**src/rtl/pulse_interval_demod.sv**
```systemverilog
// rtl/pulse_interval_demod.sv - pulse-gap interval demodulator with one-entry output buffer
// Optional macro PID_INSIG_SYNC_EN adds a 2-flop input synchronizer (reset to 1).
module pulse_interval_demod #(
    parameter int CNT_W   = 16,
    parameter int DATA_W  = 8,
    parameter int PERIOD0 = 24900,
    parameter int PERIOD1 = 21300,
    parameter int TOL     = 1000,
    parameter int MIN_LOW = 16,
    parameter int TIMEOUT = 49800
) (
    input  logic              clock,
    input  logic              reset,
    input  logic              insig,
    output logic [DATA_W-1:0] out_data,
    output logic              out_valid,
    input  logic              out_ready,
    output logic              sym_err,
    output logic              overflow,
    output logic [7:0]        err_count
);

    localparam int RUN_W = $clog2(MIN_LOW + 1);
    localparam int BC_W  = $clog2(DATA_W + 1);

    localparam logic [31:0] LO0 = 32'((PERIOD0 > TOL) ? PERIOD0 - TOL : 0);
    localparam logic [31:0] HI0 = 32'(PERIOD0 + TOL);
    localparam logic [31:0] LO1 = 32'((PERIOD1 > TOL) ? PERIOD1 - TOL : 0);
    localparam logic [31:0] HI1 = 32'(PERIOD1 + TOL);

    typedef enum logic [1:0] {ARMED, IDLE, MEASURE} state_t;

    state_t            state, state_n;
    logic              sig;
    logic [RUN_W-1:0]  low_run;
    logic              qual;
    logic [CNT_W-1:0]  cnt;
    logic [BC_W-1:0]   bit_cnt;
    logic [DATA_W-1:0] shreg;
    logic [DATA_W-1:0] word_next;
    logic [31:0]       cnt_ext;
    logic              win0, win1, sym_valid;
    logic              start, classify, timeout, complete, bad_sym;

`ifdef PID_INSIG_SYNC_EN
    logic [1:0] sync_q;

    always_ff @(posedge clock) begin
        if (reset) sync_q <= 2'b11;
        else       sync_q <= {sync_q[0], insig};
    end

    assign sig = sync_q[1];
`else
    assign sig = insig;
`endif

    // Run length saturates at MIN_LOW so a long gap yields exactly one qualified edge.
    always_ff @(posedge clock) begin
        if (reset)                         low_run <= '0;
        else if (sig)                      low_run <= '0;
        else if (low_run != RUN_W'(MIN_LOW)) low_run <= low_run + RUN_W'(1);
    end

    assign qual = !sig && (low_run == RUN_W'(MIN_LOW - 1));

    assign cnt_ext   = 32'(cnt);
    assign win0      = (cnt_ext >= LO0) && (cnt_ext <= HI0);
    assign win1      = (cnt_ext >= LO1) && (cnt_ext <= HI1);
    assign sym_valid = win0 || win1;
    assign word_next = {win1, shreg[DATA_W-1:1]};
    assign complete  = classify && sym_valid && (bit_cnt == BC_W'(DATA_W - 1));
    assign bad_sym   = timeout || (classify && !sym_valid);

    always_ff @(posedge clock) begin
        if (reset) state <= ARMED;
        else       state <= state_n;
    end

    always_comb begin
        state_n  = state;
        start    = 1'b0;
        classify = 1'b0;
        timeout  = 1'b0;
        case (state)
            ARMED: state_n = IDLE;
            IDLE: begin
                if (qual) begin
                    start   = 1'b1;
                    state_n = MEASURE;
                end
            end
            MEASURE: begin
                if (cnt == CNT_W'(TIMEOUT)) begin
                    timeout = 1'b1;
                    state_n = IDLE;
                end else if (qual) begin
                    classify = 1'b1;
                end
            end
            default: state_n = ARMED;
        endcase
    end

    always_ff @(posedge clock) begin
        if (reset) begin
            cnt       <= '0;
            bit_cnt   <= '0;
            shreg     <= '0;
            out_data  <= '0;
            out_valid <= 1'b0;
            sym_err   <= 1'b0;
            overflow  <= 1'b0;
            err_count <= '0;
        end else begin
            sym_err <= bad_sym;
            if (start || timeout) begin
                cnt     <= '0;
                bit_cnt <= '0;
            end else if (classify) begin
                // The qualifying edge itself is cycle 1 of the next interval.
                cnt <= CNT_W'(1);
                if (!sym_valid) begin
                    bit_cnt <= '0;
                end else begin
                    shreg   <= word_next;
                    bit_cnt <= complete ? '0 : bit_cnt + BC_W'(1);
                end
            end else if (state == MEASURE && cnt != '1) begin
                cnt <= cnt + CNT_W'(1);
            end

            if (complete && out_valid && !out_ready) begin
                overflow <= 1'b1;
            end else if (complete) begin
                out_data  <= word_next;
                out_valid <= 1'b1;
            end else if (out_valid && out_ready) begin
                out_valid <= 1'b0;
            end

            if (bad_sym && err_count != 8'hFF) err_count <= err_count + 8'd1;
        end
    end

endmodule

```
**config.mk**
```make
export PLATFORM = sky130hd
export DESIGN_NAME = pulse_interval_demod
export DESIGN_NICKNAME = d
export VERILOG_FILES = /design/src/rtl/pulse_interval_demod.sv
export SDC_FILE = /design/constraint.sdc
export NUM_CORES = 1
export LEC_CHECK = 0
export CORE_MARGIN = 2
export CORE_UTILIZATION = 45
export CTS_BUF_LIST = sky130_fd_sc_hd__clkbuf_8
export DETAILED_ROUTE_END_ITERATION = 12
export GPL_TIMING_DRIVEN = 0
export SLEW_MARGIN = 10
export SYNTH_ARGS = -nofsm -noshare
export SYNTH_HDL_FRONTEND = slang
export SYNTH_SLANG_ARGS = --single-unit
```
**constraint.sdc**
```tcl
create_clock -name clock -period 2.8 [get_ports clock]
set_input_delay 0.56 -clock clock [delete_from_list [all_inputs] [get_ports clock]]
set_output_delay 0.56 -clock clock [all_outputs]
set_load 0.02 [all_outputs]
```
==> results.py, run 1 <==
metrics = {
    "outcome": {
        "outcome": "complete, no violations",
    },
    "sta": {
        "worst_pin_slew_ns": 0.543,
        "hold_viol_final": 0,
        "max_freq_mhz": 403,
        "min_period_ns": 2.48,
        "rsz0062_at_grt": "false",
        "hold_slack_ns": 0.479,
        "clock_skew_ns": 0.00778,
        "timing.slew.headroom_pct": 63.5,
        "slew_viol_final": 0,
        "finalSetupTns_ns": 0,
        "period_share_pct": 88.6,
        "setup_violations": 0,
    },
    "place": {
        "routabilityCongestion": 0.893,
        "portBuffers": 22,
        "place_hpwl_um": 4450,
        "placed_area_sq_um": 3100,
    },
    "setup_path": {
        "cp.required_ns": 3.04,
        "critPathCaptureType": "flop",
        "start_kind": "flop",
        "crit_fanout": 10,
        "critPathArrivalTime_ns": 2.72,
        "crit_type": "reg2reg",
    },
    "yosys": {
        "syn-num-nets": 350,
        "synth.most_common_cell": "dfxtp_1",
        "ys_seq_area_share_pct": 38.1,
        "synth.area.top_cells": "dfxtp_1 (38%), nand3_1 (5.4%), nand2_1 (4.5%)",
        "synth_area_sq_um": 2780,
        "syn_inst": 339,
        "ys_types": 51,
        "synth_top_cell_by_area": "dfxtp_1",
        "ys_seq_elements": 53,
        "async_flop_share_pct": 0,
        "syn_area_per_cell_sq_um": 8.21,
        "synth_edf_count": 0,
        "synth_ff_type": "dfxtp_1",
        "netlist.area_leader.share_pct": 38.1,
        "yosys_warnings": 0,
        "synth_common_cells": "dfxtp_1 (53), nand2_1 (33), nand3_1 (30), nor2_1 (24), a21oi_1 (22)",
    },
    "die": {
        "coreArea_sq_um": 5960,
        "die-area_sq_um": 6830,
        "initial_utilization_pct": 46.7,
        "num_rows": 28,
        "die_h_um": 82.6,
        "io_pins": 23,
        "die_w_um": 82.6,
    },
    "routing": {
        "vias": 2524,
        "drc": 0,
        "postRouteAntennaNets": 0,
        "first_iter_violations": 180,
        "detail_route.wl_per_cell_um": 14.2,
        "viasPerCell": 5.68,
        "routed_wl_um": 6300,
        "dr.pass1.iters": 4,
    },
    "cts": {
        "cts_setup_buffers": 0,
        "clkLatencyLatePin_ns": 0.30,
        "ctsHoldBuffers": 0,
        "cts.sinks": 53,
        "cts_root_buf": "clkbuf_8",
        "cts_tree": "yes",
        "path_clk_slew_ns": 0.10,
        "numCtsBuffers": 5,
        "cts.path.max_buffers": 2,
        "cts_max_level": 2,
        "cts_resized": 0,
    },
    "cells_and_area": {
        "nets": 379,
        "syn2layout_area_growth_pct": 14.3,
        "final_layout_size_suffix_gt1_share_pct": 7.86,
        "design_area_sq_um": 3180,
        "n_antenna_cell": 0,
    },
    "power_and_ir_drop": {
        "power_density_nw_per_um2": 397,
        "vdd_drop_max_mv": 0.252,
        "power_leakage_nw": 1.13,
    },
    "hold_path": {
        "holdCritPathClass": "reg2reg",
    },
    "grt": {
        "grt_pass1_wl_um": 10600,
        "first_global_vias": 2235,
        "grt_usage_pct": 20.0,
        "grt_max_degree": 16,
        "grt_overflow": 0,
        "antenna_found_initial": 0,
    },
    "job": {
        "drv_cap": 0,
    },
}
## layout make-up
class | instances | area, sq um
inverter | 11 | 41.3
multi-input combinational | 255 | 1580
clock buffer | 5 | 68.8
clock inverter | 3 | 13.8
buffer | 20 | 97.6
sequential | 53 | 1060
timing repair buffer | 22 | 220
fill | 613 | 2780
tap | 75 | 93.8
## flip-flops by register name, indices dropped and copies added (netlist names)
name / count
bit_cnt: 4
err_count: 8
low_run: 5
out_data: 8
state: 2
overflow: 1
sym_err: 1
out_valid: 1
cnt: 16
shreg: 7
## power by group
part / internal [mW] / switching, mW
logic: 0.0279 / 0.0406
clock network: 0.171 / 0.249
registers: 0.763 / 0.0132
total: 0.961 / 0.302
## through the flow
step | worst slack [ns] | power (mW) | utilization [%] | instances
floorplan | 0.736 | 0.829 | - | 339
global placement | 0.114 | 0.863 | 52.0 | 436
detailed placement | 0.0725 | 0.862 | 52.0 | 436
CTS | 0.302 | 1.28 | 53.4 | 444
global route | 0.0808 | 1.31 | 53.4 | 444
finish | 0.319 | 1.26 | 53.4 | 444
## worst max-delay path: stages (launching register included)
cell and delay [ns]:
dfxtp_1 0.36, inv_1 0.08, ha_1 0.18, nor3b_1 0.35, nand4_1 0.34, nand3_1 0.41, nand3_1 0.29, buf_2 0.28
nor2_1 0.11
## cells by family (layout without fill, tap and decap cells)
| family | count (synthesis) | in the layout | synth area share [%] |
|---|---|---|---|
| flops | 53 | 53 | 38.1 |
| mux | 9 | 9 | 3.28 |
| fa+ha+maj | 7 | 7 | 3.15 |
| buf+inv | 31 | 61 | 4.99 |
| xor+xnor | 13 | 13 | 4.09 |
| simple gates | 162 | 162 | 31.0 |
| compound gates | 64 | 64 | 15.3 |
## final timing paths
check | startpoint | to | slack [ns] | cells after the start
max | cnt[0]$_SDFFE_PP0P_ | cnt[14]$_SDFFE_PP0P_ | 0.32 | 8
min | bit_cnt[1]$_SDFFE_PP0P_ | bit_cnt[1]$_SDFFE_PP0P_ | 0.48 | 2
min reg2reg | bit_cnt[1]$_SDFFE_PP0P_ | bit_cnt[1]$_SDFFE_PP0P_ | 0.48 | 2
max reg2reg | cnt[0]$_SDFFE_PP0P_ | cnt[14]$_SDFFE_PP0P_ | 0.32 | 8
## cells in the final DEF (no fill, tap or decap), types with 6 or more instances in the layout
master            n
a21oi_1          22
and3_1            6
buf_2             8
clkbuf_1          8
clkdlybuf4s50_1  22
dfxtp_1          53
ha_1              7
inv_1            12
mux2i_1           8
nand2_1          33
nand3_1          30
nand4_1           7
nor2_1           24
nor2b_1           9
nor3_1           15
o21ai_0          12
xor2_1            8
## layer usage
metal	share of wire [%]	vias to the layer above	GRT usage [%]
met5	0	-	0
met4	0.73	0	5.74
met3	3.7	4	3.04
met2	45	50	31.9
met1	51	1183	27.9
li1	-	1287	-
Note: power is estimated with default switching activity, not from simulation.
==> run 2, diff against run 1 <==
==> constraint.sdc (replaced) <==
create_clock -name clock -period 2.6 [get_ports clock]
set_input_delay 0.52 -clock clock [delete_from_list [all_inputs] [get_ports clock]]
set_output_delay 0.52 -clock clock [all_outputs]
set_load 0.02 [all_outputs]
==> results.py, run 2 (synthesis results as in run 1) <==
metrics = {
    "die": {
        "die-area_sq_um": 6830,
        "initial_utilization_pct": 46.7,
        "die_h_um": 82.6,
        "io_pins": 23,
        "num_rows": 28,
        "die_w_um": 82.6,
        "coreArea_sq_um": 5960,
    },
    "cts": {
        "clkLatencyLatePin_ns": 0.30,
        "cts_root_buf": "clkbuf_8",
        "cts.path.max_buffers": 2,
        "cts_tree": "yes",
        "cts_max_level": 2,
        "numCtsBuffers": 5,
        "cts.sinks": 53,
        "path_clk_slew_ns": 0.09,
    },
    "power_and_ir_drop": {
        "switchingPower_uw": 321,
        "combPwrFrac_pct": 5.5,
        "power_leakage_nw": 1.13,
        "power_density_nw_per_um2": 424,
        "switching_share_pct": 23.7,
        "vdd_drop_max_mv": 0.272,
        "pwr-share-clk_pct": 32.9,
        "p_int_mw": 1.03,
        "p_seq_share_pct": 61.6,
    },
    "cells_and_area": {
        "regMostFlops": "cnt",
        "final_common_cell": "dfxtp_1",
        "final_cell_mix": "dfxtp_1 (53), nand2_1 (33), nand3_1 (29)",
        "syn2layout_area_growth_pct": 14.8,
        "nets": 380,
        "n_fill_cell": 614,
        "multi_input_area_sq_um": 1590,
        "final_layout_size_suffix_gt1_share_pct": 8.65,
        "n_antenna_cell": 0,
        "final-seq-area_sq_um": 1060,
        "largest_register_ffs": 16,
        "reg.largest.list": "cnt: 16 flops, err_count: 8 flops, out_data: 8 flops",
    },
    "job": {
        "drv_cap": 0,
    },
    "routing": {
        "dr.pass1.iters": 5,
        "routed_wl_um": 6290,
        "postRouteAntennaNets": 0,
        "detail_route.wl_per_cell_um": 14.1,
        "drc": 0,
        "viasPerCell": 5.67,
        "vias": 2522,
        "first_iter_violations": 178,
    },
    "setup_path": {
        "cpPeakStageDelay_ns": 0.40,
        "critPathArrivalTime_ns": 2.66,
        "critPathCaptureType": "flop",
        "critical_path.n_buffers_inverters": 2,
        "crit_family": "simple AND/OR/NAND/NOR gates",
        "critical_path.cell_chain": "inv_1, ha_1, nor3b_1, nand2_1, nor4_2, and2_1, buf_2, a21oi_1, mux2_1",
        "crit_fanout": 6,
        "crit_type": "reg2reg",
        "crit_slowest_cell": "nor4_2",
        "start_kind": "flop",
        "cp.required_ns": 2.80,
    },
    "grt": {
        "first_global_vias": 2235,
        "grt_max_degree": 16,
        "grt_pass1_wl_um": 10600,
        "grt_usage_pct": 20.0,
        "antenna_found_initial": 0,
        "grt_overflow": 0,
    },
    "outcome": {
        "outcome": "complete, no violations",
    },
    "hold_path": {
        "holdCritPathClass": "reg2reg",
    },
    "sta": {
        "finalSetupTns_ns": 0,
        "clock_skew_ns": 0.00565,
        "period_share_pct": 94.6,
        "hold_viol_final": 0,
        "worst_pin_slew_ns": 0.557,
        "fin_ws_ns": 0.140,
        "min_period_ns": 2.46,
        "setup_violations": 0,
        "max_freq_mhz": 406,
        "rsz0062_at_grt": "false",
        "timing.slew.headroom_pct": 62.8,
        "slew_viol_final": 0,
        "hold_slack_ns": 0.480,
    },
    "place": {
        "portBuffers": 22,
        "place_hpwl_um": 4450,
        "routabilityCongestion": 0.893,
        "pre_cts_ws_ns": -0.0875,
    },
}
## run 2: what timing repair did
action | in CTS | in global routing
hold buffers | 0 | 0
buffers inserted | 0 | 1
endpoints found under the setup margin | 0 | 19
gates resized for setup | 0 | 2
## run 2: metal layers
metal  vias to the layer above  routed length (um)  global-route usage, %
li1                       1288                   -                      -
met2                        60                2800                   31.9
met3                         7                 231                   3.04
met5                         -                   0                      0
met1                      1167                3200                   27.9
met4                         0                  65                   5.74
## run 2: power groups by stage
stage	Combinational (mW)	Clock, mW	Sequential (mW)
after global routing	0.0817	0.494	0.839
final	0.0740	0.446	0.836
after detailed placement	0.0740	0	0.855
after global placement	0.0743	0	0.855
after CTS	0.0744	0.466	0.836
after floorplan	0.0320	0	0.861
## run 2: final cells by class
| class | instances | area share (%) |
|---|---|---|
| Buffer | 20 | 3.06 |
| Clock buffer | 5 | 2.15 |
| Clock inverter | 3 | 0.431 |
| Inverter | 11 | 1.29 |
| Multi-Input combinational cell | 255 | 49.8 |
| Sequential cell | 53 | 33.2 |
| Tap cell | 75 | 2.94 |
| Timing Repair Buffer | 23 | 7.13 |
## run 2: final timing paths
kind | startpoint | end | slack, ns | cells past startpoint
worst max-delay path | cnt[0]$_SDFFE_PP0P_ | err_count[0]$_SDFFE_PP0P_ | 0.14 | 9
worst min-delay path | bit_cnt[1]$_SDFFE_PP0P_ | bit_cnt[1]$_SDFFE_PP0P_ | 0.48 | 2
worst max register to register | cnt[0]$_SDFFE_PP0P_ | err_count[0]$_SDFFE_PP0P_ | 0.14 | 9
worst min register to register | bit_cnt[1]$_SDFFE_PP0P_ | bit_cnt[1]$_SDFFE_PP0P_ | 0.48 | 2
## run 2: worst min-delay path: stages, from the launching register on
cell and delay [ns]:
dfxtp_1 0.34, nand2_1 0.06, a21oi_1 0.05
## run 2: through the flow
step,instance area (sq um),total power [mW],std cells,util (%)
global route,3190,1.41,445,53.6
CTS,3180,1.38,444,53.4
global placement,3100,0.929,436,52.0
detailed placement,3100,0.928,436,52.0
floorplan,2780,0.893,339,-
finish,3190,1.36,445,53.6
